--- config.mk ---
export PLATFORM = sky130hd
export DESIGN_NAME = shift_and_subtract_binary_divider
export DESIGN_NICKNAME = d
export VERILOG_FILES = /design/src/rtl/arith_pkg.sv /design/src/rtl/shift_and_subtract_binary_divider_div_step.sv /design/src/rtl/shift_and_subtract_binary_divider.sv
export SDC_FILE = /design/constraint.sdc
export NUM_CORES = 1
export LEC_CHECK = 0
export CORE_MARGIN = 2
export CORE_UTILIZATION = 55
export CTS_BUF_LIST = sky130_fd_sc_hd__clkbuf_4
export CTS_CLUSTER_DIAMETER = 50
export DETAILED_ROUTE_END_ITERATION = 12
export PLACE_DENSITY = 0.85
export SLEW_MARGIN = 10
export SYNTH_ARGS = -nofsm -noshare
export SYNTH_HDL_FRONTEND = slang
export SYNTH_SLANG_ARGS = --single-unit
--- constraint.sdc ---
create_clock -name clk -period 6.54 [get_ports clk]
set_input_delay 1.308 -clock clk [delete_from_list [all_inputs] [get_ports clk]]
set_output_delay 1.308 -clock clk [all_outputs]
set_load 0.01 [all_outputs]
--- src/rtl/arith_pkg.sv ---
// Shared arithmetic datapath package: FSM state encoding and default operand widths
// used by the shift-and-add multiplier and the shift-and-subtract divider.
package arith_pkg;

   localparam int unsigned DW_DEF = 16;
   localparam int unsigned VW_DEF = 8;
   localparam int unsigned CW_DEF = 5;

   typedef enum logic [1:0] {
      IDLE = 2'd0,
      RUN  = 2'd1,
      DONE = 2'd2
   } state_t;

endpackage

--- src/rtl/shift_and_subtract_binary_divider_div_step.sv ---
// One restoring-division iteration: shift the next dividend bit into the partial
// remainder and subtract the divisor when it fits.
module div_step #(
   parameter int unsigned VW = 8
) (
   input  logic [VW:0]   pr_in,
   input  logic          bit_in,
   input  logic [VW-1:0] divisor,
   output logic [VW:0]   pr_out,
   output logic          q_bit
);

   logic [VW+1:0] shifted;
   logic [VW+1:0] dvs_ext;

   // One extra guard bit keeps the compare exact even if pr_in's MSB were ever set
   assign shifted = {pr_in, bit_in};
   assign dvs_ext = (VW+2)'(divisor);
   assign q_bit   = (shifted >= dvs_ext);
   assign pr_out  = q_bit ? (VW+1)'(shifted - dvs_ext) : (VW+1)'(shifted);

endmodule

--- src/rtl/shift_and_subtract_binary_divider.sv ---
// Sequential unsigned restoring divider, one quotient bit per clock, MSB first,
// with a start/busy/done handshake and a divide-by-zero flag.
module shift_and_subtract_binary_divider
   import arith_pkg::*;
#(
   parameter int unsigned DW = DW_DEF,
   parameter int unsigned VW = VW_DEF,
   parameter int unsigned CW = CW_DEF
) (
   input  logic          clk,
   input  logic          rst,
   input  logic          start,
   input  logic [DW-1:0] A,
   input  logic [VW-1:0] B,
   output logic          busy,
   output logic          done,
   output logic [DW-1:0] Q,
   output logic [VW-1:0] R,
   output logic          dbz
);

   state_t        state, state_nxt;
   logic [DW-1:0] w, w_nxt;
   logic [VW:0]   pr, pr_nxt;
   logic [VW-1:0] dvs, dvs_nxt;
   logic [CW-1:0] cnt, cnt_nxt;
   logic [DW-1:0] q_nxt;
   logic [VW-1:0] r_nxt;
   logic          dbz_nxt;

   logic [VW:0]   pr_step;
   logic          q_bit;
   logic          accept;
   logic          last;

   div_step #(.VW(VW)) u_step (
      .pr_in   (pr),
      .bit_in  (w[DW-1]),
      .divisor (dvs),
      .pr_out  (pr_step),
      .q_bit   (q_bit)
   );

   assign accept = start && ((state == IDLE) || (state == DONE));
   assign last   = (cnt == CW'(DW-1));

   // State and all registered outputs/datapath
   always_ff @(posedge clk) begin
      if (!rst) begin
         state <= IDLE;
         w     <= '0;
         pr    <= '0;
         dvs   <= '0;
         cnt   <= '0;
         busy  <= 1'b0;
         done  <= 1'b0;
         Q     <= '0;
         R     <= '0;
         dbz   <= 1'b0;
      end else begin
         state <= state_nxt;
         w     <= w_nxt;
         pr    <= pr_nxt;
         dvs   <= dvs_nxt;
         cnt   <= cnt_nxt;
         busy  <= (state_nxt == RUN);
         done  <= (state_nxt == DONE);
         Q     <= q_nxt;
         R     <= r_nxt;
         dbz   <= dbz_nxt;
      end
   end

   // Next-state logic
   always_comb begin
      state_nxt = state;
      unique case (state)
         IDLE, DONE: begin
            if (accept) state_nxt = (B == '0) ? DONE : RUN;
            else        state_nxt = IDLE;
         end
         RUN:     state_nxt = last ? DONE : RUN;
         default: state_nxt = IDLE;
      endcase
   end

   // Datapath and result updates
   always_comb begin
      w_nxt   = w;
      pr_nxt  = pr;
      dvs_nxt = dvs;
      cnt_nxt = cnt;
      q_nxt   = Q;
      r_nxt   = R;
      dbz_nxt = dbz;
      if (accept) begin
         if (B != '0) begin
            w_nxt   = A;
            dvs_nxt = B;
            pr_nxt  = '0;
            cnt_nxt = '0;
         end else begin
            q_nxt   = '1;
            r_nxt   = '0;
            dbz_nxt = 1'b1;
         end
      end else if (state == RUN) begin
         w_nxt   = {w[DW-2:0], q_bit};
         pr_nxt  = pr_step;
         cnt_nxt = cnt + CW'(1);
         if (last) begin
            q_nxt   = {w[DW-2:0], q_bit};
            r_nxt   = pr_step[VW-1:0];
            dbz_nxt = 1'b0;
         end
      end
   end

endmodule

---- Yosys cells after proc, flatten, opt, wreduce, memory -nomap -nowiden ----
Index checks and enable logic that the tools add are counted.
storage, ports and cells
  register bits after elaboration ......... 67
  bits in latches ......................... 0
  memory bits (writable) .................. 0
  bits in read-only memories .............. 0
  output and inout port bits .............. 27
  word-level logic and storage cells ...... 57
  memories kept ........................... 0
cells by class
  add/subtract/negate cells ............... 2
  multiply operators ...................... 0
  divide/modulo/power cells ............... 0
  $lt $le $gt $ge ......................... 1
  eq/ne operators ......................... 7
  shifts and indexed selects .............. 0
  multiplexer cells ....................... 26
  bitwise operators ....................... 0
  reductions and logical operators ........ 11
operators with widths
  kind                                                                     number
  16-bit 2-to-1 mux                                                        7
  9-bit 2-to-1 mux                                                         4
  8-bit 2-to-1 mux                                                         4
  5-bit 2-to-1 mux                                                         3
  10-bit by 8-bit greater-or-equal comparator with 1-bit output            1
  9-bit by 8-bit subtractor with 9-bit output                              1
  8-bit logical NOT                                                        1
  8-bit nonzero test                                                       1
  2-bit 2-to-1 mux                                                         3
  5-bit by 1-bit adder with 5-bit output, second input constant            1
  5-bit by 4-bit equality test with 1-bit output, second input constant    1
  2-bit by 1-bit equality test with 1-bit output, second input constant    2
  2-bit equality test, second input constant                               2
  1-bit 2-to-1 mux                                                         4
  2-bit case mux with 2 select lines                                       1
  2-bit AND reduction                                                      2
  2-bit nonzero test                                                       2
  3-bit AND reduction                                                      1
  2-bit logical NOT                                                        1
  2-bit by 1-bit inequality test with 1-bit output, second input constant  1
  2-bit inequality test, second input constant                             1
  2-bit OR reduction                                                       1
  1-bit logical AND                                                        1
  1-bit logical OR                                                         1

---- Longest topological paths before layout ----
  depth after elaboration ................. 6
  depth in mapped cells ................... 10

---- By module ----
A second synthesis with hierarchy kept.
unflattened totals
  cell total of the unflattened synthesis .. 363
  area, all modules ....................... 3225.6 µm²
by module, submodules not included
  module                             instances  cells an instance  area each (µm²)  seq. area each (µm²)
  shift_and_subtract_binary_divider  1          288                2702.6           1341.3
  div_step                           1          75                 523.0            0.0

---- Worst setup path after synthesis ----
Ideal clock, no wire load.
  path type ............................... input port to flip-flop
  start ................................... input B[4]
  end ..................................... register R[0]
  library setup time ...................... 124 ps
  arrival ................................. 2496 ps
  data required time ...................... 6416 ps
  setup slack ............................. 3920 ps
  stages .................................. 7
  cell sequence ........................... or4_4 nor2_1 nand2_1 and3_1 buf_2 nand2_1 o21ai_1
between the ends
  word-level cells in the longest chain between the ends .. 3
ends and longest elaborated chain
  element                          line                                     source
  start, declared                  shift_and_subtract_binary_divider.sv:14  input logic [VW-1:0] B,
  8-bit nonzero test               shift_and_subtract_binary_divider.sv:97  if (B != '0) begin
  2-bit inequality test (no line)  --
  3-bit AND reduction (no line)    --
  end signal, assigned             shift_and_subtract_binary_divider.sv:69  R <= r_nxt;
  end, declared                    shift_and_subtract_binary_divider.sv:18  output logic [VW-1:0] R,
No other way between the ends.
A chain may end at the register's enable or synchronous reset.

---- Worst setup path in the final report ----
  start ................................... input start
  end ..................................... register cnt[4]
between the ends
  word-level cells in the longest chain between the ends .. 3
  elaborated cells between the ends (all ways) .. 5
  classes of those cells .................. eq/ne (1); mux (1); reduce/logical (3)
ends and longest elaborated chain
  element                                                                                                  line                                     source
  start, declared                                                                                          shift_and_subtract_binary_divider.sv:12  input logic start,
  1-bit logical AND (*)                                                                                    shift_and_subtract_binary_divider.sv:44  assign accept = start && ((state == IDLE) || (state == DONE));
  2-bit by 1-bit inequality test with 1-bit output (no line) / 2-bit nonzero test (equally long branches)  --
  2-bit AND reduction (no line)                                                                            --
  end signal, assigned                                                                                     shift_and_subtract_binary_divider.sv:65  cnt <= cnt_nxt;
  end, declared                                                                                            shift_and_subtract_binary_divider.sv:26  logic [CW-1:0] cnt, cnt_nxt;
Mark *: on every way between the ends. The rest lies on a longest branch, timed or not.

==> impl_metrics.ini <==
[status]
status = completed

[sta]
setup-tns-final_ns = 0
final_max_slew_viol_count = 0
rsz0062_at_grt = false
period_share_pct = 52.9
final.min_clock_period_ns = 3.46
max_slew_margin_pct = 44.0
finalSetupViolations = 0
fin_skew_ns = 0.00895
tightestPinTransition_ns = 0.836
final-hold-violation-count = 0
max_clock_freq_mhz = 289
setup_ws_ns = 3.08

[global_routing]
grt_pass1_wl_mm = 11.2
top_usage_layer = met2
antenna_found_initial = 0
grt_overflow = 0
grt_usage_pct = 23.0
grt_use_met3_pct = 7.69
grtUsageMet1_pct = 26.0
grt_pass1_vias = 2468
grt_max_degree = 53
use_met2_pct = 40.0

[clock_network]
clkTransAtPathRegs_ns = 0.10
tritoncts = yes
insertion_delay_ns = 0.40
cts.sinks = 67
post_cts_resized = 0
cts_buffer_depth = 2
cts_made_buffers = 9
post-cts-setup-buffers = 0
root_buffer = clkbuf_4
postCtsHoldBufs = 0
htree_levels = 3

[layout]
drive_above_1_share_pct = 14.5
final_area_um2 = 3800
syn_to_final_growth_pct = 20.3
antenna_cells = 0
instances_no_fill = 444
fillers = 450
num-nets-final = 406

[flow_run]
drv_cap = 0

[setup_path]
path_class = input pin to flop
rrSetupSlack_ns = 4.08
slowest_delay_ns = 0.68
end_kind = flop
r2r_end = cnt[4]$_SDFFE_PN0P_
arrival_ns = 3.77
worstPathMaxFanout = 32
critPathRequiredTime_ns = 6.85
cpLargestDelayFamily = simple AND/OR/NAND/NOR gates
r2r_cells = 6
critical_path_buf_inv_count = 2
startpoint_type = input pin
r2r_start = state[0]$_SDFF_PN0_
cpMaxStageDelayCell = nor2b_2
crit_chain = clkdlybuf4s50_1 -> nor2b_2 -> buf_4 -> o21ai_4 -> nand2_2 -> o22ai_1 -> and2_1

[drt]
drc = 0
wl_mm = 6.78
dr.pass1.iters = 4
ant_nets = 0
via_per_inst = 5.71
via_count = 2535
drt_iter0_drc = 97
wire_per_inst_um = 15.3

[floorplan]
die_h_um = 79.8
die-area_um2 = 6360
core-area_um2 = 5540
initial_core_util_pct = 57.0
row_count = 27
die_w_um = 79.8
ios = 54

[logic_synthesis]
ys_warn_count = 0
synth_nets = 357
ys_dominant_reg_cell = dfxtp_1
synthesis.area_um2 = 3160
async_flop_share_pct = 0
ys_seq_elements = 67
yosysUniqueCellTypes = 54
seq_area_frac_synth_pct = 42.5
syn_area_per_cell_um2 = 9.90
synth_edf_count = 0
syn_inst = 319

[worst_hold_path]
whs_path_depth = 2
hold_path_end = R[4]$_SDFFE_PN0P_
hold_path_class = flop to flop
hp-start = R[4]$_SDFFE_PN0P_

[place]
hpwl_mm = 4.95
placed_area_um2 = 3670
dp.cells = 429
gp_congestion = 0.908
post-place-ws_ns = 2.64
port_buffers = 53

[power_and_ir_drop]
p_total_mw = 0.987
powerDensity_nw_per_um2 = 260
p_leak_nw = 1.62
vdd_drop_max_mv = 0.194
==> synthesized netlist by cell type (all sizes together) (3+ instances only) <==
master  count  area [um2]
nor2b       5        31.3
clkbuf      6        42.5
or4         3        30.0
and2        5        31.3
o21ai      25         144
mux2i      22         220
buf        12        93.8
nand2      59         250
dfxtp      67        1340
ha         10         125
and3        4        25.0
xor2        4        35.0
o211a      15         150
a21oi       5        32.5
nor2        9        52.6
a21boi      7        52.6
nand4       3        18.8
a22oi       3        22.5
inv        14        52.6
o221a      15         169
==> stage by stage <==
stage | hold WS (ns) | util, %
finish | 0.453 | 68.5
global route | 0.476 | 68.5
CTS | 0.456 | 68.5
detailed placement | 0.442 | 66.2
global placement | 0.433 | 66.2
floorplan | 0.435 | -
==> report_power, final <==
part / internal [mW] / leakage (nW) / total [mW] / switching, mW
logic: 0.126 / 1.00 / 0.274 / 0.148
registers: 0.432 / 0.546 / 0.452 / 0.0200
clock network: 0.127 / 0.0772 / 0.261 / 0.135
total: 0.684 / 1.62 / 0.987 / 0.303
==> flip-flops by register name, indices dropped and copies added, names as in the netlist <==
register / cells
R: 8
pr: 9
Q: 16
done: 1
w: 16
state: 2
dvs: 8
cnt: 5
dbz: 1
busy: 1
==> layout make-up <==
type | count | area (um2) | share of cell area, %
clock buffers | 12 | 90.1 | 2.37
repair buffers | 56 | 553 | 14.6
flip-flops and latches | 67 | 1340 | 35.3
multi-input cells | 220 | 1630 | 42.9
inverters | 14 | 52.6 | 1.38
well taps | 72 | 90.1 | 2.37
clock inverters | 3 | 40.0 | 1.05
==> layer usage <==
layer / share of wire [%] / vias to the layer above
li1: - / 1246
met1: 44 / 1211
met2: 50 / 64
met3: 4.5 / 14
met4: 1.9 / 0
met5: 0 / -
==> worst reg2reg max path: stages (launching register included) <==
cell and delay (ns):
dfxtp_1 0.36, nor2b_2 0.67, buf_4 0.36, o21ai_4 0.17, nand2_2 0.46, o22ai_1 0.16, and2_1 0.18
==> worst max path at each step <==
stage               cells past startpoint  slack (ns)                  end  startpoint
global route                            7        2.92  cnt[4]$_SDFFE_PN0P_       start
finish                                  7        3.08  cnt[4]$_SDFFE_PN0P_       start
detailed placement                      7        2.64  cnt[4]$_SDFFE_PN0P_       start
floorplan                               7        3.92    R[0]$_SDFFE_PN0P_        B[4]
global placement                        7        2.71  cnt[4]$_SDFFE_PN0P_       start
CTS                                     7        3.08  cnt[4]$_SDFFE_PN0P_       start
==> placed cells by master, fill, tap and decap left out, types with 7 or more instances in the layout <==
cell | netlist | final
clkdlybuf4s50_1 | 0 | 53
inv_1 | 13 | 13
mux2i_1 | 22 | 22
clkbuf_4 | 0 | 12
ha_1 | 10 | 10
nand2_1 | 55 | 55
o221a_2 | 15 | 15
nor2_1 | 7 | 7
o211a_1 | 15 | 15
o21ai_1 | 20 | 20
dfxtp_1 | 67 | 67
==> kinds of logic after synthesis <==
| family | synth area share [%] |
|---|---|
| compound gates | 20.6 |
| flops | 42.5 |
| fa+ha+maj | 4.60 |
| mux | 7.93 |
| buf+inv | 5.98 |
| xor+xnor | 1.66 |
| simple gates | 16.8 |
(Power assumes the default switching activity.)
